--- src/rtl/seq_divider.sv ---
// seq_divider: signed 32-bit restoring divider, one quotient bit per clock.
// Result packs {remainder, quotient}; the remainder takes the dividend's sign.
module subtractor (
  input  logic [63:0] a,
  input  logic [63:0] b,
  output logic [63:0] diff
);
  assign diff = a - b;
endmodule

module seq_divider (
  input  logic        clock,
  input  logic        clear,
  input  logic        start,
  input  logic [31:0] A,
  input  logic [31:0] B,
  output logic        busy,
  output logic        done,
  output logic        div_by_zero,
  output logic [63:0] Result
);
  typedef enum logic [1:0] {IDLE, RUN, FIX} state_t;
  state_t      state_q, state_d;
  logic [5:0]  cnt_q, cnt_d;
  logic [31:0] q_q, q_d, r_q, r_d, d_q, d_d;
  logic        sa_q, sa_d, sq_q, sq_d, dz_q, dz_d;
  logic        busy_q, busy_d, done_q, done_d, dbz_q, dbz_d;
  logic [63:0] res_q, res_d;
  logic [31:0] rs;
  logic [63:0] t;
  assign rs = {r_q[30:0], q_q[31]};
  subtractor u_sub (.a({32'h0, rs}), .b({32'h0, d_q}), .diff(t));
  always_comb begin
    state_d = state_q;
    cnt_d   = cnt_q;
    q_d     = q_q;
    r_d     = r_q;
    d_d     = d_q;
    sa_d    = sa_q;
    sq_d    = sq_q;
    dz_d    = dz_q;
    busy_d  = busy_q;
    done_d  = 1'b0;
    dbz_d   = dbz_q;
    res_d   = res_q;
    case (state_q)
      IDLE: if (start) begin
        cnt_d = 6'd0;
        d_d   = B[31] ? -B : B;
        // a zero divisor parks A in R so FIX emits {A, all-ones} unchanged
        if (B == 32'h0) begin
          r_d     = A;
          q_d     = 32'hFFFF_FFFF;
          sa_d    = 1'b0;
          sq_d    = 1'b0;
          dz_d    = 1'b1;
          state_d = FIX;
        end else begin
          r_d     = 32'h0;
          q_d     = A[31] ? -A : A;
          sa_d    = A[31];
          sq_d    = A[31] ^ B[31];
          dz_d    = 1'b0;
          busy_d  = 1'b1;
          state_d = RUN;
        end
      end
      RUN: begin
        r_d     = t[63] ? rs : t[31:0];
        q_d     = {q_q[30:0], ~t[63]};
        cnt_d   = cnt_q + 6'd1;
        state_d = (cnt_q == 6'd31) ? FIX : RUN;
      end
      FIX: begin
        res_d   = {sa_q ? -r_q : r_q, sq_q ? -q_q : q_q};
        dbz_d   = dz_q;
        done_d  = 1'b1;
        busy_d  = 1'b0;
        cnt_d   = 6'd0;
        state_d = IDLE;
      end
      default: state_d = IDLE;
    endcase
  end
  always_ff @(posedge clock or negedge clear) begin
    if (!clear) begin
      state_q <= IDLE;
      cnt_q   <= 6'd0;
      q_q     <= 32'h0;
      r_q     <= 32'h0;
      d_q     <= 32'h0;
      sa_q    <= 1'b0;
      sq_q    <= 1'b0;
      dz_q    <= 1'b0;
      busy_q  <= 1'b0;
      done_q  <= 1'b0;
      dbz_q   <= 1'b0;
      res_q   <= 64'h0;
    end else begin
      state_q <= state_d;
      cnt_q   <= cnt_d;
      q_q     <= q_d;
      r_q     <= r_d;
      d_q     <= d_d;
      sa_q    <= sa_d;
      sq_q    <= sq_d;
      dz_q    <= dz_d;
      busy_q  <= busy_d;
      done_q  <= done_d;
      dbz_q   <= dbz_d;
      res_q   <= res_d;
    end
  end
  assign busy        = busy_q;
  assign done        = done_q;
  assign div_by_zero = dbz_q;
  assign Result      = res_q;
endmodule

--- config.mk ---
export PLATFORM = sky130hd
export DESIGN_NAME = seq_divider
export DESIGN_NICKNAME = d
export VERILOG_FILES = /design/src/rtl/seq_divider.sv
export SDC_FILE = /design/constraint.sdc
export NUM_CORES = 1
export LEC_CHECK = 0
export BUFFER_PORTS_ARGS = -buffer_cell sky130_fd_sc_hd__buf_2
export CORE_MARGIN = 2
export CORE_UTILIZATION = 30
export CTS_CLUSTER_DIAMETER = 40
export CTS_CLUSTER_SIZE = 28
export DETAILED_ROUTE_END_ITERATION = 6
export GPL_ROUTABILITY_DRIVEN = 0
export PLACE_DENSITY = 0.54
export SLEW_MARGIN = 20
export SYNTH_ARGS = -nofsm -noshare
export SYNTH_HDL_FRONTEND = slang
export SYNTH_SLANG_ARGS = --single-unit
--- constraint.sdc ---
create_clock -name clock -period 9 [get_ports clock]
set_input_delay 0 -clock clock [delete_from_list [all_inputs] [get_ports clock]]
set_output_delay 0 -clock clock [all_outputs]
set_load 0.02 [all_outputs]
==> impl_results.md, run 1 <==
- Clock Power Share: 0.161
- Yosys warns: 0
- CTS H-tree depth: 4
- Switching power: around 2300 uW
- Initial DRC Count: between 600 and 700
- Starting density of the core: 0.3049
- Most frequent cells in the layout: o21ai_0, nand2_1, dfrtp_1
- Layout area overhead: 21.28%
- Startpoint types: flop
- PnR worst setup slack: ~5.3 ns
- Worst EP required: around 9.4 ns
- Worst Path Arrival: 4.09 ns
- Synth Instances: 1284
- Layout Nets: roughly 1500
- DIE WIDTH: about 200 um
- Worst Hold End: state_q[1]
- Adder-Cell Fraction of Synth Area: 0.04316
- Outcome: complete, no violations
- Pins over their slew limit: 0
- CTS Sinks: 174
- Largest net degree at the start of global routing: roughly 110
- Worst r2r dst: r_q[21]
- IO Pins: 134
- CP most frequent cell: nand3_1
- Synthesized net count: approximately 1400
- IO Port Bufs: approximately 130
- Fin crit share: 0.4112
- Placeable Area: ~0.037 sq mm
- Register bit total from synthesis: between 150 and 200
- Setup_tns: 0 ns
- Die extent in y: about 200 um
- Remaining Overflow, GRT: 0
- First-pass GRT wire length: approximately 56000 um
- Fmax: around 270 MHz
- Depth of the worst hold-timing path: 4
- Ys flop type: dfrtp_1
- Worst-Margin Slew: approximately 1.1 ns
- Worst-Skew Late Latency: between 0.4 and 0.5 ns
- Dpl hpwl: between 20000 and 30000 um
- Int Power: 2701 uW
- Post-Synth XOR/XNOR Area: 0.1150
- Power share of the combinational group: 0.544
- Maximum vdd ir drop: between 100 and 150 uV
- Post-CTS Setup Repair Bufs: 0
- Crit-path leading delay family: compound AO/OA/AOI/OAI gates
- Clk slew on worst S/H paths: approximately 0.070 ns
- Mux share of post-synthesis cell area: 0.02068
- Cts hold-fix bufs: 68
- Detailed-route DRC error count: 0
- Design Area, Final: around 0.014 sq mm
- Routed Antenna Nets: 0
- GRT met3 Usage: 0.02783
- Simple-gate area share of the yosys netlist: 0.1498
- M1 GR Usage: 0.2553
- Initial antenna violation count: 3
- Clk buf depth: 2
- Final Hold Fails: 0
- Total of max-cap violations: 0
- Commonest non-fill, non-tap cell in the layout: o21ai_0
- RSZ-0062 raised after global routing: no
- Minimum clock period after layout: between 3 and 4 ns
- Critical path cell sequence: inv_1 > ha_1 > fa_1 > nand2b_1 > a21oi_1 > o2111ai_1 > nand3_1 > nand3_1 > a31oi_4 > buf_4 > nand2_1 > o22ai_1 > a221o_1
- Hold Path Class: input pin to flop
- Clock Skew: approximately 0.017 ns
- Yosys cell types: 67
- Pre-Repair DR Iteration Count: 5
- Share of cells above drive strength 1: 0.1309
- GRT Max-Usage Layer: met2
- Min-delay src: start
- Worst reg2reg path startpoint: q_q[31]
- Die area: around 0.04 sq mm
- Worst setup EP type: flop
- Buffers & Inverters on Critical Path: 2
- Critical Path Max Stage Delay: approximately 0.5 ns
- Switching fraction of total power: 0.4608
- Count of final setup violators: 0
- Met2 usage in global routing: 0.2998
- Setup CP Type: flop to flop
- WL final: between 30000 and 40000 um
- # rows: 70
- Number of global-route vias before repair: 9713
- P_leak: approximately 0.006 uW
- Num CTS Buffers: 17
- Post-synthesis sequential area ratio: 0.3891
- Post-DP Area: approximately 0.012 sq mm
- Post-place setup slack: about 5.3 ns
- Compound-cell area share of the yosys netlist: 0.2421
- Power per cell area: about 370 mW/mm^2
- CTS tree: built
- Mapped cell area: about 0.011 sq mm
- CP max FO: 24
- Worst R2R Setup Slack: roughly 5.3 ns
- Vias per cell: 5.297
- Largest family of logic cells by synthesized area: compound AO/OA/AOI/OAI gates
- Root buf cell: clkbuf_16
- Via count: a little over 10000
- Post-synth EDFFs: 0
- Worst r2r path cells: 13
- Slowest-stage cell, CP: a31oi_4
- Path length in cells of the critical path: 13
- Cts repair resizes: 0
- Total global routing track utilization: 0.1840
- Mapped Avg Cell Area: a little under 9 sq um
- Post-synth ARST share: 1.000
- WL/cell: approximately 18 um
- Relative slew slack: 0.2722
- Sequential share of power: 0.294
final cells by class:
class | instances | area, sq um
Antenna cell | 1 | 2.502
Clock buffer | 20 | 456.7
Clock inverter | 9 | 160.2
Fill cell | 3808 | 23130
Inverter | 45 | 168.9
Multi-Input combinational cell | 994 | 6421
Sequential cell | 174 | 4354
Tap cell | 468 | 585.6
Timing Repair Buffer | 210 | 1423
worst register-to-register path: stages (launching register included):
cell and delay (ns):
dfrtp_1 0.35, inv_1 0.08, ha_1 0.24, fa_1 0.39
nand2b_1 0.20, a21oi_1 0.27, o2111ai_1 0.21, nand3_1 0.20
nand3_1 0.14, a31oi_4 0.51, buf_4 0.42, nand2_1 0.27
o22ai_1 0.23, a221o_1 0.13
Yosys cell counts (4+ instances only):
library cell,instances,area share
o21ai_0,195,0.087
nand2_1,188,0.063
dfrtp_1,174,0.39
xor2_1,111,0.087
clkbuf_1,62,0.021
a21oi_1,45,0.020
inv_1,45,0.015
ha_1,37,0.041
xnor2_1,36,0.028
o22ai_1,33,0.018
o31ai_1,32,0.021
nor2_1,28,0.0094
a22oi_1,26,0.017
or3_1,24,0.013
a21o_1,23,0.015
mux2i_1,22,0.020
nand2b_1,22,0.012
o41ai_1,19,0.015
or4_1,18,0.012
nor3_1,14,0.0063
a31oi_1,11,0.0061
nor2b_1,9,0.0050
nor4_1,9,0.0050
o21ai_1,8,0.0036
and3_1,7,0.0039
nand3_1,7,0.0031
a221o_1,5,0.0045
a22o_1,4,0.0031
a31o_2,4,0.0031
buf_1,4,0.0013
nand4_1,4,0.0022
per-layer routing:
metal  routed length [um]  vias to the layer above
met5                   27                        -
met1                16850                     4957
met3                 1319                       37
met4                  603                        4
li1                     -                     4943
met2                16460                      235
worst max-delay path by stage:
| stage | from | to | slack (ns) |
|---|---|---|---|
| final | q_q[31] | r_q[21] | 5.30 |
| after global routing | q_q[31] | r_q[28] | 5.02 |
| after CTS | q_q[31] | r_q[21] | 5.31 |
| after detailed placement | q_q[31] | r_q[21] | 5.35 |
| after global placement | q_q[31] | r_q[21] | 5.43 |
| after floorplan | q_q[17] | Result[29] | 5.93 |
cell families (layout without fill, tap and decap cells):
logic type	count (synthesis)	in the layout
xor gates and xnor gates	147	147
buffers and inverters	116	284
muxes	23	23
other	0	1
and+or+nand+nor	349	349
AOI/OAI and AO/OA	437	437
adders and majority gates	38	38
DFF	174	174
power groups by stage:
stage	Sequential (uW)	Clock [uW]	Combinational, uW
floorplan	1330	0	2070
global placement	1470	0	2670
detailed placement	1480	0	2690
CTS	1470	829	2720
global route	1520	855	3040
finish	1470	809	2730
per-stage QoR:
step	instances	hold WS [ns]	power [uW]	utilization
after floorplan	1284	-0.2956	3399	-
after global placement	1823	0.2052	4140	0.3343
after detailed placement	1823	0.2152	4171	0.3343
after CTS	1920	0.04389	5021	0.3697
after global routing	1920	0.06336	5414	0.3698
final	1921	0.05606	5010	0.3698
registers in the layout, indices dropped and copies added (netlist names):
name / flops
q_q: 32
r_q: 32
cnt_q: 6
state_q: 2
Result: 64
sa_q: 1
d_q: 32
done: 1
sq_q: 1
busy: 1
dz_q: 1
div_by_zero: 1
Power figures use the tool's default switching activity.
==> run 2: changes to the inputs <==
PLACE_DENSITY = 0.55   (was 0.54)
clock period = 3.04 ns   (was 9 ns; I/O delays follow)
==> impl_results.md, run 2 (synthesis gave the netlist of run 1 again) <==
- Outcome: complete, but fails checks (was complete, no violations)
- Violated checks: setup timing
- Num CTS Buffers: 17 (unchanged)
- CTS tree: built (unchanged)
- RSZ-0062 raised after global routing: yes (was no)
- Filler instances: 3754 (was 3808)
- Placeable Area: 0.03670 sq mm (unchanged)
- Final Hold Fails: 0 (unchanged)
- Worst setup EP type: flop (unchanged)
- Worst r2r path cells: 8 (was 13)
- WL final: 36230 um (was 35260 um)
- Hold Path Class: input pin to flop (unchanged)
- Layout area overhead: 29.92% (was 21.28%)
- Via count: 10500 (was 10180)
- Depth of the worst hold-timing path: 4 (unchanged)
- Worst Path Arrival: 3.46 ns (was 4.09 ns)
- Clk slew on worst S/H paths: 0.08 ns (was 0.07 ns)
- DIE WIDTH: 197.1 um (unchanged)
- CTS Sinks: 174 (unchanged)
- Die area: 0.03886 sq mm (unchanged)
- Commonest non-fill, non-tap cell in the layout: o21ai_0 (unchanged)
- Vias per cell: 5.214 (was 5.297)
- Initial DRC Count: 714 (was 640)
- Minimum clock period after layout: 3.127 ns (was 3.701 ns)
- Remaining Overflow, GRT: 0 (unchanged)
- Relative slew slack: 0.2025 (was 0.2722)
- Clock Skew: 0.01244 ns (was 0.01651 ns)
- Routed Antenna Nets: 0 (unchanged)
- Total of max-cap violations: 0 (unchanged)
- Worst EP required: 3.37 ns (was 9.39 ns)
- # rows: 70 (unchanged)
- Starting density of the core: 0.3049 (unchanged)
- IO Pins: 134 (unchanged)
- Count of final setup violators: 8 (was 0)
- Most frequent cells in the layout: o21ai_0, nand2_1, dfrtp_1 (unchanged)
- Dpl hpwl: 27480 um (was 26480 um)
- Clk buf depth: 2 (unchanged)
- CTS H-tree depth: 4 (unchanged)
- Setup CP Type: flop to flop (unchanged)
- Initial antenna violation count: 2 (was 3)
- Post-place setup slack: -0.1295 ns (was 5.348 ns)
- Power per cell area: 1126 mW/mm^2 (was 369.2 mW/mm^2)
- Worst-Margin Slew: 1.196 ns (was 1.092 ns)
- Total global routing track utilization: 0.1886 (was 0.1840)
- Root buf cell: clkbuf_16 (unchanged)
- First-pass GRT wire length: 57280 um (was 55700 um)
- WL/cell: 17.99 um (was 18.36 um)
- Total power: 16370 uW (was 5010 uW)
- Number of global-route vias before repair: 10120 (was 9713)
- IO Port Bufs: 133 (unchanged)
- Setup_tns: -0.2424 ns (was 0 ns)
- Pre-Repair DR Iteration Count: 5 (unchanged)
- Detailed-route DRC error count: 0 (unchanged)
- Fmax: 319.8 MHz (was 270.2 MHz)
- PnR worst setup slack: -0.08690 ns (was 5.299 ns)
- Hold slack: 0.01450 ns (was 0.05606 ns)
- Pins over their slew limit: 0 (unchanged)
- CP max FO: 3 (was 24)
- Share of cells above drive strength 1: 0.2141 (was 0.1309)
- Max reg flops: 64 (unchanged)
- Layout Nets: 1638 (was 1547)
- Worst R2R Setup Slack: -0.09 ns (was 5.30 ns)
- Startpoint types: flop (unchanged)
- Fin crit share: 1.029 (was 0.4112)
- Worst-Skew Late Latency: 0.45 ns (about the same)
- Largest net degree at the start of global routing: 73 (was 106)
- Maximum vdd ir drop: 503.9 uV (was 139.2 uV)
- Die extent in y: 197.1 um (unchanged)
- N_diodes: 0 (was 1)
- P_leak: 0.006499 uW (was 0.005986 uW)
[run 2: stage by stage]
stage          instances  utilization  instance area, sq um
3_5_place_dp        1910       0.3534                 12970
3_3_place_gp        1910       0.3534                 12970
5_1_grt             2014       0.3962                 14540
2_1_floorplan       1284            -                 11190
4_1_cts             2012       0.3893                 14290
6_report            2014       0.3962                 14540
[run 2: routing by layer]
metal	GRT usage	share of wire	vias to the layer above
met2	0.3110	0.48	269
met5	0	0.00036	-
met3	0.02885	0.044	29
met4	0.04567	0.011	2
li1	-	-	5133
met1	0.2596	0.47	5067
[run 2: repair_timing]
item                                    4_1_cts  5_1_grt
pin swaps                                     3       11
gates resized for setup                       9       52
cloned                                        0        0
setup buffers                                 2        2
hold buffers                                 68        0
endpoints found under the setup margin       13       57
hold endpoints to repair                    133        0
[run 2: worst paths after layout]
kind                            startpoint    endpoint
max in group asynchronous            clear     r_q[13]
worst max register to register     q_q[17]  Result[29]
worst min register to register  Result[16]  Result[16]
min in group asynchronous            clear  Result[23]
worst max-delay path               q_q[17]  Result[29]
worst min-delay path                 start  state_q[1]
[run 2: final cells by class]
cell class	count	area (sq um)	share of cell area
flip-flops and latches	174	4355	0.2996
repair buffers	301	2153	0.1481
clock buffers	18	429.2	0.02952
clock inverters	14	146.4	0.01007
multi-input cells	994	6700	0.4608
inverters	45	168.9	0.01162
well taps	468	585.6	0.04028
[run 2: power breakdown]
part	leakage [uW]	internal, uW	switching (uW)	total (uW)
combinational	0.00403	4520	5550	10100
sequential	0.00219	3140	932	4070
clock	0.000277	1160	1070	2230
total	0.00650	8810	7550	16400
[run 2: critical path, cell delays in order, from the launching register on]
cell and delay [ns]:
dfrtp_1 0.39, or4_4 0.54, or3_4 0.38, or3_4 0.33, or4_4 0.42, or4_4 0.48, o41ai_4 0.23, xor2_1 0.18
o21ai_1 0.07
==> run 3: changes to the inputs <==
ABC_AREA = 1   (was default)
GPL_ROUTABILITY_DRIVEN = default   (was 0)
PLACE_DENSITY = 0.51   (was 0.55)
==> impl_results.md, run 3 <==
- Outcome: complete, no violations (was complete, but fails checks)
- Filler instances: 4671 (was 3754)
- Num CTS Buffers: 17 (unchanged)
- Via count: 13390 (was 10500)
- Buffers & Inverters on Critical Path: 3 (was 0)
- Clk buf depth: 2 (unchanged)
- Synth top area share: 0.3332 (was 0.3891)
- Dpl hpwl: 37080 um (was 27480 um)
- Area contributors post-synth: dfrtp_1, nand2_1, inv_1 (was dfrtp_1, o21ai_0, xor2_1)
- Hold slack: 0.01694 ns (was 0.01450 ns)
- Maximum vdd ir drop: 395.7 uV (was 503.9 uV)
- CTS tree: built (unchanged)
- Depth of the worst hold-timing path: 5 (was 4)
- P_leak: 0.007916 uW (was 0.006499 uW)
- Number of global-route vias before repair: 12770 (was 10120)
- Largest net degree at the start of global routing: 74 (was 73)
- Worst R2R Setup Slack: 0.23 ns (was -0.09 ns)
- Routed Antenna Nets: 0 (unchanged)
- Yosys cell types: 53 (was 67)
- Ys flop type: dfrtp_1 (unchanged)
- Minimum clock period after layout: 2.811 ns (was 3.127 ns)
- Commonest non-fill, non-tap cell in the layout: nand2_1 (was o21ai_0)
- Register bit total from synthesis: 174 (unchanged)
- Post-CTS Setup Repair Bufs: 0 (was 2)
- Min-delay src: B[26] (was start)
- Inst Count DP: 2647 (was 1910)
- Setup CP Type: flop to flop (unchanged)
- Initial DRC Count: 1228 (was 714)
- Pins over their slew limit: 0 (unchanged)
- Finished Layout Cells: 2742 (was 2014)
- Mapped Avg Cell Area: 6.667 sq um (was 8.716 sq um)
- Hold Path Class: input pin to flop (unchanged)
- CTS Sinks: 174 (unchanged)
- Pre-Repair DR Iteration Count: 7 (was 5)
- Vias per cell: 4.881 (was 5.214)
- Worst-Margin Slew: 0.9209 ns (was 1.196 ns)
- Worst EP required: 3.43 ns (was 3.37 ns)
- Yosys warns: 0 (unchanged)
- Power per cell area: 1052 mW/mm^2 (was 1126 mW/mm^2)
- Detailed-route DRC error count: 0 (unchanged)
- Critical Path Max Stage Delay: 0.42 ns (was 0.54 ns)
- Routability cong.: ~0.94
- CP max FO: 43 (was 3)
- Synth Instances: 1960 (was 1284)
- Worst r2r dst: r_q[14] (was Result[29])
- Clk slew on worst S/H paths: 0.07 ns (was 0.08 ns)
- Synthesized net count: 2065 (was 1389)
- Final Hold Fails: 0 (unchanged)
- Worst r2r path cells: 16 (was 8)
- Worst-Skew Late Latency: 0.46 ns (was 0.45 ns)
- First-pass GRT wire length: 72840 um (was 57280 um)
- Worst Hold End: d_q[26] (was state_q[1])
- Root buf cell: clkbuf_16 (unchanged)
- Most frequent cells in the layout: nand2_1, inv_1, nor2_1 (was o21ai_0, nand2_1, dfrtp_1)
- Final core area utilization: 0.3636 (was 0.3962)
- Worst reg2reg path startpoint: q_q[31] (was q_q[17])
- Remaining Overflow, GRT: 0 (unchanged)
- IO Port Bufs: 133 (unchanged)
- Relative slew slack: 0.3846 (was 0.2025)
- RSZ-0062 raised after global routing: no (was yes)
- Layout area overhead: 19.86% (was 29.92%)
- Most frequent cell after synthesis: nand2_1 (was o21ai_0)
- Critical path cell sequence: inv_1 > ha_1 > fa_1 > inv_1 > nand2_1 > nand3_1 > nand3_1 > nand2_1 > nand2_1 > nand2_2 > nand2_4 > nand2_4 > inv_1 > nand2_1 > nand3_1 > nand3_1 (was or4_4 > or3_4 > or3_4 > or4_4 > or4_4 > o41ai_4 > xor2_1 > o21ai_1)
- Startpoint types: flop (unchanged)
- Worst Path Arrival: 3.20 ns (was 3.46 ns)
- Total global routing track utilization: 0.2113 (was 0.1886)
- Share of cells above drive strength 1: 0.1168 (was 0.2141)
- Max reg flops: 64 (unchanged)
- # rows: 76 (was 70)
- Setup_tns: 0 ns (was -0.2424 ns)
- Fmax: 355.7 MHz (was 319.8 MHz)
- Mapped cell area: 0.01307 sq mm (was 0.01119 sq mm)
- Starting density of the core: 0.3034 (was 0.3049)
- Post-synthesis sequential area ratio: 0.3332 (was 0.3891)
- WL final: 46740 um (was 36230 um)
- DIE WIDTH: 212.7 um (was 197.1 um)
- Count of final setup violators: 0 (was 8)
- Post-synth EDFFs: 0 (unchanged)
- Slowest-stage cell, CP: fa_1 (was or4_4)
- Placeable Area: 0.04308 sq mm (was 0.03670 sq mm)
- Crit-path leading delay family: simple AND/OR/NAND/NOR gates (unchanged)
- Clock Skew: 0.01044 ns (was 0.01244 ns)
- Fin crit share: 0.9247 (was 1.029)
- Commonest cells in the netlist: nand2_1, inv_1, nor2_1 (was o21ai_0, nand2_1, dfrtp_1)
- Post-synth ARST share: 1.000 (unchanged)
- Die extent in y: 212.7 um (was 197.1 um)
- CTS H-tree depth: 4 (unchanged)
- Worst setup EP type: flop (unchanged)
- Die area: 0.04524 sq mm (was 0.03886 sq mm)
- Area leader, netlist: dfrtp_1 (unchanged)
- N_diodes: 0 (unchanged)
- IO Pins: 134 (unchanged)
- WL/cell: 17.05 um (was 17.99 um)
- Total of max-cap violations: 0 (unchanged)
- Initial antenna violation count: 0 (was 2)
- Layout Nets: 2249 (was 1638)
run 3: cell count changes after synthesis, sizes merged, moves of 23 or more:
cell    before  now
nand2      189  562
inv         45  267
nor2        28  205
nand3        7  177
xor2       111   70
nand4        4   31
clkbuf      62   36
or3         25    0
a22oi       26    3
run 3: routing by layer:
layer | GRT usage | vias up | wire (um)
met4 | 0.04437 | 0 | 610
li1 | - | 6686 | -
met5 | 0 | - | 0
met1 | 0.3044 | 6345 | 23050
met2 | 0.3281 | 318 | 20480
met3 | 0.04015 | 36 | 2602
run 3: how the worst max path moves through the flow:
stage | start | endpoint | cells past startpoint
6_report | q_q[31] | r_q[14] | 16
3_3_place_gp | q_q[31] | r_q[10] | 16
3_5_place_dp | q_q[31] | r_q[14] | 16
5_1_grt | q_q[31] | r_q[10] | 16
4_1_cts | q_q[31] | r_q[14] | 16
2_1_floorplan | q_q[31] | r_q[3] | 16
run 3: per-stage QoR:
stage	setup slack (ns)	total power, uW	area [sq um]
final	0.2289	16480	15660
after global routing	0.01793	18020	15660
after CTS	0.2394	16420	15660
after detailed placement	0.2597	13920	14420
after global placement	0.3268	13890	14420
after floorplan	0.9207	10940	13070
run 3: logic make-up after synthesis:
| kind of cell | share of synthesized area |
|---|---|
| xor gates and xnor gates | 0.06032 |
| AOI/OAI and AO/OA | 0.1325 |
| DFF | 0.3332 |
| buffers and inverters | 0.09948 |
| adders and majority gates | 0.03696 |
| and+or+nand+nor | 0.3375 |
run 3: final cells by class:
type                            instances  area [sq um]  share of cell area
Tap cell                              585         732.0             0.04673
Timing Repair Buffer                  224          1538             0.09818
Inverter                              268          1006             0.06423
Clock buffer                           21         460.4             0.02940
Sequential cell                       174          4354              0.2780
Clock inverter                         11         156.4            0.009986
Multi-Input combinational cell       1459          7416              0.4735
run 3: report_power, final:
part           internal (uW)  switching, uW  total (uW)
Combinational           3420           6910       10300
Sequential              3050            720        3780
Clock                   1350           1030        2370
run 3: what timing repair did:
item / in CTS / in global routing
hold endpoints to repair: 143 / 0
gates resized for setup: 0 / 0
endpoints found under the setup margin: 0 / 0
hold buffers: 63 / 0
run 3: worst min-delay path, stage by stage:
cell and delay [ns]:
buf_2 0.12, inv_1 0.07, nor2_1 0.07, o21ai_0 0.10, o21ai_0 0.07
